File: src/rtl/vga_uart_renderer_top.sv
// Board top: a UART byte pair sets an RGB565 colour, VGA 640x480@60 draws a 32x32 checkerboard of it
// and its inverse, and a 4-digit seven-segment display scans the colour in hex.
module vga_uart_renderer_top #(
    parameter int          CLKS_PER_BIT = 434,
    parameter int          PIX_DIV      = 2,
    parameter int          SEG_DIV      = 50000,
    parameter logic [15:0] RESET_COLOR  = 16'hFFFF
) (
    input  logic       clk,
    input  logic       rst,
    input  logic       RXD,
    output logic       DS_EN1,
    output logic       DS_EN2,
    output logic       DS_EN3,
    output logic       DS_EN4,
    output logic       DS_A,
    output logic       DS_B,
    output logic       DS_C,
    output logic       DS_D,
    output logic       DS_E,
    output logic       DS_F,
    output logic       DS_G,
    output logic       H_SYNC,
    output logic       V_SYNC,
    output logic [4:0] V_R,
    output logic [5:0] V_G,
    output logic [4:0] V_B
);
    localparam int PW = (PIX_DIV > 1) ? $clog2(PIX_DIV) : 1;
    localparam int BW = $clog2(CLKS_PER_BIT);
    localparam int SW = (SEG_DIV > 1) ? $clog2(SEG_DIV) : 1;
    localparam logic [PW-1:0] PIX_LAST  = PW'(PIX_DIV - 1);
    localparam logic [BW-1:0] BIT_LAST  = BW'(CLKS_PER_BIT - 1);
    localparam logic [BW-1:0] HALF_LAST = BW'(CLKS_PER_BIT / 2 - 1);
    localparam logic [SW-1:0] SEG_LAST  = SW'(SEG_DIV - 1);

    // ---------------- VGA timing ----------------
    logic [PW-1:0] pix_cnt_reg;
    logic [9:0]    h_reg, v_reg;
    logic          pix_en;
    logic [15:0]   color_reg;
    logic          active;
    logic [15:0]   pix_color;

    assign pix_en = (pix_cnt_reg == PIX_LAST);

    always_ff @(posedge clk) begin
        if (rst) begin
            pix_cnt_reg <= '0;
            h_reg       <= '0;
            v_reg       <= '0;
        end else begin
            pix_cnt_reg <= pix_en ? '0 : pix_cnt_reg + PW'(1);
            if (pix_en) begin
                if (h_reg == 10'd799) begin
                    h_reg <= '0;
                    v_reg <= (v_reg == 10'd524) ? 10'd0 : v_reg + 10'd1;
                end else begin
                    h_reg <= h_reg + 10'd1;
                end
            end
        end
    end

    always_comb begin
        active    = (h_reg < 10'd640) && (v_reg < 10'd480);
        pix_color = (h_reg[5] ^ v_reg[5]) ? ~color_reg : color_reg;
    end

    // Syncs and RGB are registered together so they stay aligned one clk behind the counters.
    always_ff @(posedge clk) begin
        if (rst) begin
            H_SYNC <= 1'b1;
            V_SYNC <= 1'b1;
            V_R    <= '0;
            V_G    <= '0;
            V_B    <= '0;
        end else begin
            H_SYNC <= !((h_reg >= 10'd656) && (h_reg <= 10'd751));
            V_SYNC <= !((v_reg >= 10'd490) && (v_reg <= 10'd491));
            V_R    <= active ? pix_color[15:11] : 5'd0;
            V_G    <= active ? pix_color[10:5]  : 6'd0;
            V_B    <= active ? pix_color[4:0]   : 5'd0;
        end
    end

    // ---------------- UART receiver ----------------
    typedef enum logic [1:0] {RX_IDLE, RX_START, RX_DATA, RX_STOP} rx_state_t;
    rx_state_t     rx_state_reg;
    logic          rx_meta_reg, rx_sync_reg, rx_prev_reg;
    logic [BW-1:0] tick_cnt_reg;
    logic [2:0]    bit_idx_reg;
    logic [7:0]    shift_reg;
    logic          byte_valid_reg;

    always_ff @(posedge clk) begin
        if (rst) begin
            rx_meta_reg    <= 1'b1;
            rx_sync_reg    <= 1'b1;
            rx_prev_reg    <= 1'b1;
            rx_state_reg   <= RX_IDLE;
            tick_cnt_reg   <= '0;
            bit_idx_reg    <= '0;
            shift_reg      <= '0;
            byte_valid_reg <= 1'b0;
        end else begin
            rx_meta_reg    <= RXD;
            rx_sync_reg    <= rx_meta_reg;
            rx_prev_reg    <= rx_sync_reg;
            byte_valid_reg <= 1'b0;
            case (rx_state_reg)
                RX_IDLE: begin
                    tick_cnt_reg <= '0;
                    if (rx_prev_reg && !rx_sync_reg) rx_state_reg <= RX_START;
                end
                RX_START: begin
                    if (tick_cnt_reg == HALF_LAST) begin
                        tick_cnt_reg <= '0;
                        bit_idx_reg  <= '0;
                        rx_state_reg <= rx_sync_reg ? RX_IDLE : RX_DATA;
                    end else begin
                        tick_cnt_reg <= tick_cnt_reg + BW'(1);
                    end
                end
                RX_DATA: begin
                    if (tick_cnt_reg == BIT_LAST) begin
                        tick_cnt_reg <= '0;
                        shift_reg    <= {rx_sync_reg, shift_reg[7:1]};
                        bit_idx_reg  <= bit_idx_reg + 3'd1;
                        if (bit_idx_reg == 3'd7) rx_state_reg <= RX_STOP;
                    end else begin
                        tick_cnt_reg <= tick_cnt_reg + BW'(1);
                    end
                end
                RX_STOP: begin
                    if (tick_cnt_reg == BIT_LAST) begin
                        tick_cnt_reg   <= '0;
                        byte_valid_reg <= rx_sync_reg;
                        rx_state_reg   <= RX_IDLE;
                    end else begin
                        tick_cnt_reg <= tick_cnt_reg + BW'(1);
                    end
                end
                default: rx_state_reg <= RX_IDLE;
            endcase
        end
    end

    // ---------------- Colour register ----------------
    logic       phase_reg;
    logic [7:0] high_reg;

    always_ff @(posedge clk) begin
        if (rst) begin
            phase_reg <= 1'b0;
            high_reg  <= '0;
            color_reg <= RESET_COLOR;
        end else if (byte_valid_reg) begin
            if (!phase_reg) begin
                high_reg  <= shift_reg;
                phase_reg <= 1'b1;
            end else begin
                color_reg <= {high_reg, shift_reg};
                phase_reg <= 1'b0;
            end
        end
    end

    // ---------------- Seven-segment scan ----------------
    logic [SW-1:0] seg_cnt_reg;
    logic [1:0]    digit_reg;
    logic [3:0]    nibble;
    logic [3:0]    en_next;
    logic [3:0]    en_reg;
    logic [6:0]    seg_reg;

    function automatic logic [6:0] hex_glyph(input logic [3:0] n);
        case (n)
            4'h0: hex_glyph = 7'b0000001;
            4'h1: hex_glyph = 7'b1001111;
            4'h2: hex_glyph = 7'b0010010;
            4'h3: hex_glyph = 7'b0000110;
            4'h4: hex_glyph = 7'b1001100;
            4'h5: hex_glyph = 7'b0100100;
            4'h6: hex_glyph = 7'b0100000;
            4'h7: hex_glyph = 7'b0001111;
            4'h8: hex_glyph = 7'b0000000;
            4'h9: hex_glyph = 7'b0000100;
            4'hA: hex_glyph = 7'b0001000;
            4'hB: hex_glyph = 7'b1100000;
            4'hC: hex_glyph = 7'b0110001;
            4'hD: hex_glyph = 7'b1000010;
            4'hE: hex_glyph = 7'b0110000;
            default: hex_glyph = 7'b0111000;
        endcase
    endfunction

    always_ff @(posedge clk) begin
        if (rst) begin
            seg_cnt_reg <= '0;
            digit_reg   <= '0;
        end else if (seg_cnt_reg == SEG_LAST) begin
            seg_cnt_reg <= '0;
            digit_reg   <= digit_reg + 2'd1;
        end else begin
            seg_cnt_reg <= seg_cnt_reg + SW'(1);
        end
    end

    always_comb begin
        nibble = color_reg[3:0];
        case (digit_reg)
            2'd0: nibble = color_reg[15:12];
            2'd1: nibble = color_reg[11:8];
            2'd2: nibble = color_reg[7:4];
            default: nibble = color_reg[3:0];
        endcase
    end

    // en_next[3] drives EN1 (most significant digit), en_next[0] drives EN4.
    genvar gi;
    generate
        for (gi = 0; gi < 4; gi++) begin : g_en
            assign en_next[3-gi] = (digit_reg != 2'(gi));
        end
    endgenerate

    always_ff @(posedge clk) begin
        if (rst) begin
            en_reg  <= 4'b1111;
            seg_reg <= 7'b1111111;
        end else begin
            en_reg  <= en_next;
            seg_reg <= hex_glyph(nibble);
        end
    end

    assign {DS_EN1, DS_EN2, DS_EN3, DS_EN4} = en_reg;
    assign {DS_A, DS_B, DS_C, DS_D, DS_E, DS_F, DS_G} = seg_reg;
endmodule

File: config.mk
export PLATFORM = sky130hd
export DESIGN_NAME = vga_uart_renderer_top
export DESIGN_NICKNAME = d
export VERILOG_FILES = /design/src/rtl/vga_uart_renderer_top.sv
export SDC_FILE = /design/constraint.sdc
export NUM_CORES = 1
export LEC_CHECK = 0
export CORE_ASPECT_RATIO = 0.9
export CORE_MARGIN = 1.5
export CORE_UTILIZATION = 36
export DETAILED_ROUTE_END_ITERATION = 7
export GPL_ROUTABILITY_DRIVEN = 0
export GPL_TIMING_DRIVEN = 0
export PLACE_DENSITY_LB_ADDON = 0.2
export SYNTH_ARGS = -nofsm -noshare
export SYNTH_HDL_FRONTEND = slang
export SYNTH_SLANG_ARGS = --single-unit
File: constraint.sdc
create_clock -name clk -period 2.6 [get_ports clk]
set_input_delay 0.39 -clock clk [delete_from_list [all_inputs] [get_ports clk]]
set_output_delay 0.39 -clock clk [all_outputs]
set_load 0.03 [all_outputs]
==> results of run 1 <==
[synth_stat cells (all sizes together) (2+ instances only)]
master	n	area [sq um]
nand2	63	236
nand4	10	62.6
inv	25	93.8
nand3	26	130
or3	6	37.5
mux2i	8	80.1
buf	7	45.0
nor3	13	65.1
nand2b	11	68.8
xor2	16	140
a31oi	5	31.3
nor4	3	33.8
and4	5	43.8
o32ai	6	52.6
mux2	6	67.6
dfxtp	119	2380
nand4b	3	26.3
a211o	17	149
nor4bb	4	40.0
a22oi	2	15.0
nor4b	2	17.5
and3	20	125
xnor2	19	166
clkbuf	29	109
o21ai	12	63.8
nor2	51	191
a222oi	4	40.0
a21oi	46	234
or2	16	100
ha	21	263
and4b	3	30.0
and2	3	18.8
[how the worst max path moves through the flow]
stage | depth (start not counted) | start | slack, ps | to
floorplan | 8 | digit_reg[1]$_SDFFE_PP0N_ | 590 | seg_reg[6]$_SDFF_PP1_
CTS | 8 | digit_reg[1]$_SDFFE_PP0N_ | 200 | seg_reg[6]$_SDFF_PP1_
finish | 8 | digit_reg[1]$_SDFFE_PP0N_ | 170 | seg_reg[6]$_SDFF_PP1_
detailed placement | 5 | rst | 100 | seg_reg[3]$_SDFF_PP1_
global placement | 5 | rst | 140 | seg_reg[3]$_SDFF_PP1_
global route | 8 | digit_reg[1]$_SDFFE_PP0N_ | 70 | seg_reg[6]$_SDFF_PP1_
[cell usage in the layout (no fill, tap or decap), types with 3 or more instances in the layout]
cell	instances
dfxtp_1	119
nand2_1	63
nor2_1	51
a21oi_1	45
clkbuf_1	31
clkdlybuf4s50_1	31
nand3_1	26
inv_1	25
ha_1	21
and3_1	20
xnor2_1	19
a211o_1	17
clkbuf_16	17
xor2_1	16
or2_2	16
nor3_1	13
nand2b_1	11
o21ai_0	10
nand4_1	10
mux2i_1	8
or3_1	6
mux2_2	6
o32ai_1	6
clkinv_2	6
a31oi_1	5
and4_1	5
nor4bb_1	4
a222oi_1	4
and4b_1	3
buf_2	3
and2_1	3
nand4b_1	3
bufinv_16	3
[routing by layer]
metal  vias up  GRT usage
met2        64      0.228
met4         0     0.0412
met3         7     0.0527
met1      1982      0.219
met5         -          0
li1       2167          -
[area by class of cell]
cell class | count | area, sq um
sequential | 119 | 2380
inverter | 25 | 93.8
clock buffer | 21 | 460
tap | 193 | 241
clock inverter | 10 | 128
buffer | 36 | 154
multi-input combinational | 412 | 2640
timing repair buffer | 31 | 310
fill | 1402 | 7750
[power by group]
group | total, uW | internal, uW | switching [uW]
registers | 1870 | 1850 | 12.6
clock network | 2330 | 1540 | 789
logic | 147 | 54.7 | 92.1
[cell families after synthesis]
logic type / after synthesis / share of synthesized area
AND/OR/NAND/NOR: 243 / 0.241
multiplexers: 14 / 0.0280
flip-flops: 119 / 0.452
buffers and inverters: 61 / 0.0471
adder cells (fa/ha/maj): 21 / 0.0499
AO/OA/AOI/OAI: 99 / 0.123
XOR/XNOR: 35 / 0.0582
[metrics by stage]
stage | utilization | total power, uW | cells
global route | 0.452 | 4500 | 847
detailed placement | 0.411 | 2050 | 816
CTS | 0.452 | 4390 | 847
global placement | 0.411 | 2050 | 816
floorplan | - | 1990 | 592
finish | 0.452 | 4340 | 847
==> results.yml, run 1 <==
logic_synthesis:
  syn_nets: 616
  syn-mean-instance-area_sq_um: 8.89
  async_flop_share: 0
  synth_warnings: 0
  synth_seq_cells: 119
  synth_enable_flop_cells: 0
  synthCells: 592
  ys_seq_area_frac: 0.452
  syn_area_sq_um: 5270
  synth.distinct_cells: 49
  ys.flop_type: "dfxtp_1"
worst_setup_path:
  r2r_cells: 8
  reg2reg_slack_ps: 170
  cp_slowest_cell: "a222oi_1"
  cp_cell_sequence: "inv_1 -> ha_1 -> a222oi_1 -> mux2_2 -> inv_1 -> ha_1 -> nor4b_1 -> a211oi_1"
  arrival_ps: 2710
  worst_r2r_endpoint: "seg_reg[6]$_SDFF_PP1_"
  start_kind: "flop"
  critPathTopFamily: "compound AO/OA/AOI/OAI gates"
  critPathBufInv: 2
  max_stage_delay_ps: 450
  cp.required_ps: 2870
  criticalPathCategory: "reg -> reg"
  timing.rr.start: "digit_reg[1]$_SDFFE_PP0N_"
  cp_max_fo: 6
  endpoint_kind: "flop"
finish:
  fin_nets: 666
  antennaDiodeCount: 0
  syn_to_final_growth_pct: 21.6
  drive_gt1_frac: 0.0948
  final_area_sq_um: 6400
hold_path:
  min_path_type: "reg -> reg"
  whs_endpoint: "rx_sync_reg$_SDFF_PP1_"
  hold_path_startpoint: "rx_meta_reg$_SDFF_PP1_"
  whs_path_depth: 1
status:
  outcome: "finished, final reports clean"
global_route:
  first_global_vias: 3921
  grt_util_all_layers: 0.156
  grt.overflow.total: 0
  grt_max_degree: 17
  grt_antenna_before_repair: 0
  grt_pass1_wl_um: 19100
floorplanning:
  io_pins: 32
  rows: 41
  dieArea_sq_um: 15400
  fp.dieH_um: 118
  start_util: 0.372
  placeableCoreArea_sq_um: 14200
  die_x_um: 130
cts:
  cts_num_sinks: 119
  root_buffer: "clkbuf_16"
  insertion_delay_ps: 410
  cts_tree: "built"
  cts_buffers: 17
  cts_resized: 0
  post_cts_buffers: 0
  clock_path_buffers: 2
  cts.clk_slew.worst_paths_ps: 50
  hold_buffers: 0
  htree_num_levels: 4
run:
  drv_cap: 0
sta:
  relSlewSlack: 0.570
  fin_crit_sh: 0.936
  fin_crit_ps: 2430
  setup_viol: 0
  hold_ws_ps: 423
  slew_viol_final: 0
  worst_pin_slew_ps: 646
  skew_ps: 9.95
  rsz0062_at_grt: "no"
  fin_ws_ps: 166
  clock.fmax_mhz: 411
  hold_viol: 0
  final.setup.tns_ps: 0
routing:
  antenna_left: 0
  drtIter0Drc: 291
  drc_errors: 0
  dr_total_vias: 4220
  wl_per_cell_um: 13.4
  wl_um: 11300
  viasPerCell: 4.98
  m1WireLength_um: 5890
  met2_length_um: 4950
  dr_wl_met3_um: 393
  maxUsedRoutingLayer: "met4"
  first_pass_iters: 6
placed_design:
  pre_cts_slack_ps: 100
  dpl_cell_area_sq_um: 5820
  dp.final_hpwl_um: 7990
  numPortBuffers: 31
pwr:
  leakage_uw: 0.00241
  cellPowerDensity_nw_per_um2: 678
  peakVddDrop_v: 0.000480
Power figures use the tool's default switching activity.
==> inputs of run 2 (changes only) <==
CORE_UTILIZATION = 45   (was 36)
==> run 2 against run 1 <==
Hold slack worse by 10 ps. Die area decreased by 20%. Clock-buffer cell count is 2 higher. Non-clock buffer count up 1.
==> results.yml, run 2 (synthesis gave the netlist of run 1 again) <==
routing:
  antenna_left: 0
  dr_total_vias: 4265
  wl_per_cell_um: 13.9
  drtIter0Drc: 268
  first_pass_iters: 5
  viasPerCell: 5.25
  drc_errors: 0
  wl_um: 11300
worst_setup_path:
  cp_cell_sequence: "inv_1 -> ha_1 -> a222oi_1 -> buf_4 -> mux2_4 -> inv_1 -> ha_1 -> nor4b_1 -> a211oi_1"
  arrival_ps: 2610
  cp_slowest_cell: "dfxtp_1"
  max_stage_delay_ps: 410
  cp.required_ps: 2880
  cp_max_fo: 6
  criticalPathCategory: "reg -> reg"
  start_kind: "flop"
  endpoint_kind: "flop"
cts:
  cts.clk_slew.worst_paths_ps: 50
  clock_path_buffers: 2
  htree_num_levels: 4
  root_buffer: "clkbuf_16"
  cts_tree: "built"
  hold_buffers: 0
  insertion_delay_ps: 410
  cts_num_sinks: 119
  cts_buffers: 17
placed_design:
  dp.final_hpwl_um: 7770
  numPortBuffers: 31
pwr:
  leakage_uw: 0.00241
  cellPowerDensity_nw_per_um2: 676
  peakVddDrop_v: 0.000385
floorplanning:
  dieArea_sq_um: 12400
  fp.dieH_um: 106
  rows: 37
  start_util: 0.460
  placeableCoreArea_sq_um: 11400
  die_x_um: 117
  io_pins: 32
global_route:
  grt_util_all_layers: 0.198
  grt_antenna_before_repair: 0
  grt.overflow.total: 0
  grt_pass1_wl_um: 19000
  grt_max_degree: 17
  first_global_vias: 4049
hold_path:
  min_path_type: "reg -> reg"
finish:
  finalCoreUtilization: 0.557
  syn_to_final_growth_pct: 21.0
  register_area_sq_um: 2380
  final_common_cell: "dfxtp_1"
  multi_input_area_sq_um: 2640
  nFillCells: 1065
  drive_gt1_frac: 0.0976
  layout_common_cells: "119 x dfxtp_1, 63 x nand2_1, 51 x nor2_1"
  antennaDiodeCount: 0
  fin_nets: 667
sta:
  skew_ps: 6.07
  setup_viol: 0
  hold_viol: 0
  rsz0062_at_grt: "no"
  final.setup.tns_ps: 0
  worst_pin_slew_ps: 697
  relSlewSlack: 0.535
  slew_viol_final: 0
  fin_crit_sh: 0.896
  fin_crit_ps: 2330
  clock.fmax_mhz: 429
run:
  drv_cap: 0
status:
  outcome: "finished, final reports clean"
[run 2: cell count changes in the layout (fill, tap and decap cells not counted), sizes merged]
cell / change
buf: +1
bufinv: -1
clkbuf: +2
[run 2: layout make-up]
class / instances / area share
multi-input cells: 412 / 0.415
flip-flops and latches: 119 / 0.374
clock buffers: 23 / 0.0766
repair buffers: 32 / 0.0499
well taps: 156 / 0.0306
plain buffers: 36 / 0.0242
clock inverters: 9 / 0.0153
inverters: 25 / 0.0147
[run 2: metrics by stage]
step	setup WS [ps]	cell area [sq um]	instances	total power [uW]	hold slack [ps]
2_1_floorplan	586	5270	592	1990	389
3_3_place_gp	77.3	5770	779	2050	392
3_5_place_dp	57.1	5770	779	2050	398
4_1_cts	146	6360	811	4350	410
5_1_grt	43.2	6370	812	4450	418
6_report	271	6370	812	4310	412
[run 2: worst max-delay path, delay by kind of cell, from the launching register on]
family                     cells  cell delay [ps]
AOI/OAI and AO/OA              2              440
muxes                          1              180
DFF                            1              410
adders and majority gates      2              510
buffers and inverters          3              340
and+or+nand+nor                1              320
[run 2: worst paths after layout]
check	startpoint	endpoint	slack, ps	cells after the start
max	digit_reg[1]$_SDFFE_PP0N_	seg_reg[6]$_SDFF_PP1_	270	9
min	rx_meta_reg$_SDFF_PP1_	rx_sync_reg$_SDFF_PP1_	410	1
min reg2reg	rx_meta_reg$_SDFF_PP1_	rx_sync_reg$_SDFF_PP1_	410	1
max reg2reg	digit_reg[1]$_SDFFE_PP0N_	seg_reg[6]$_SDFF_PP1_	270	9
[run 2: where the power goes]
group | internal [uW] | switching, uW | total, uW
clock network | 1500 | 796 | 2300
logic | 54.6 | 92.7 | 147
registers | 1850 | 12.5 | 1870
total | 3410 | 901 | 4310
[run 2: repair_timing]
action                     CTS  global route
setup endpoints to repair    0             1
setup buffers                0             1
resized for setup            0             2
[run 2: routing by layer]
metal,wire (um),global-route usage
met1,5430,0.264
met5,0,0
met2,5090,0.299
met3,495,0.0477
met4,267,0.0955
==> inputs of run 3 (changes only) <==
CTS_CLUSTER_DIAMETER = 80   (was default)
==> results of run 3 <==
Same layout as run 2: the final DEF is identical, and so are final timing and power.
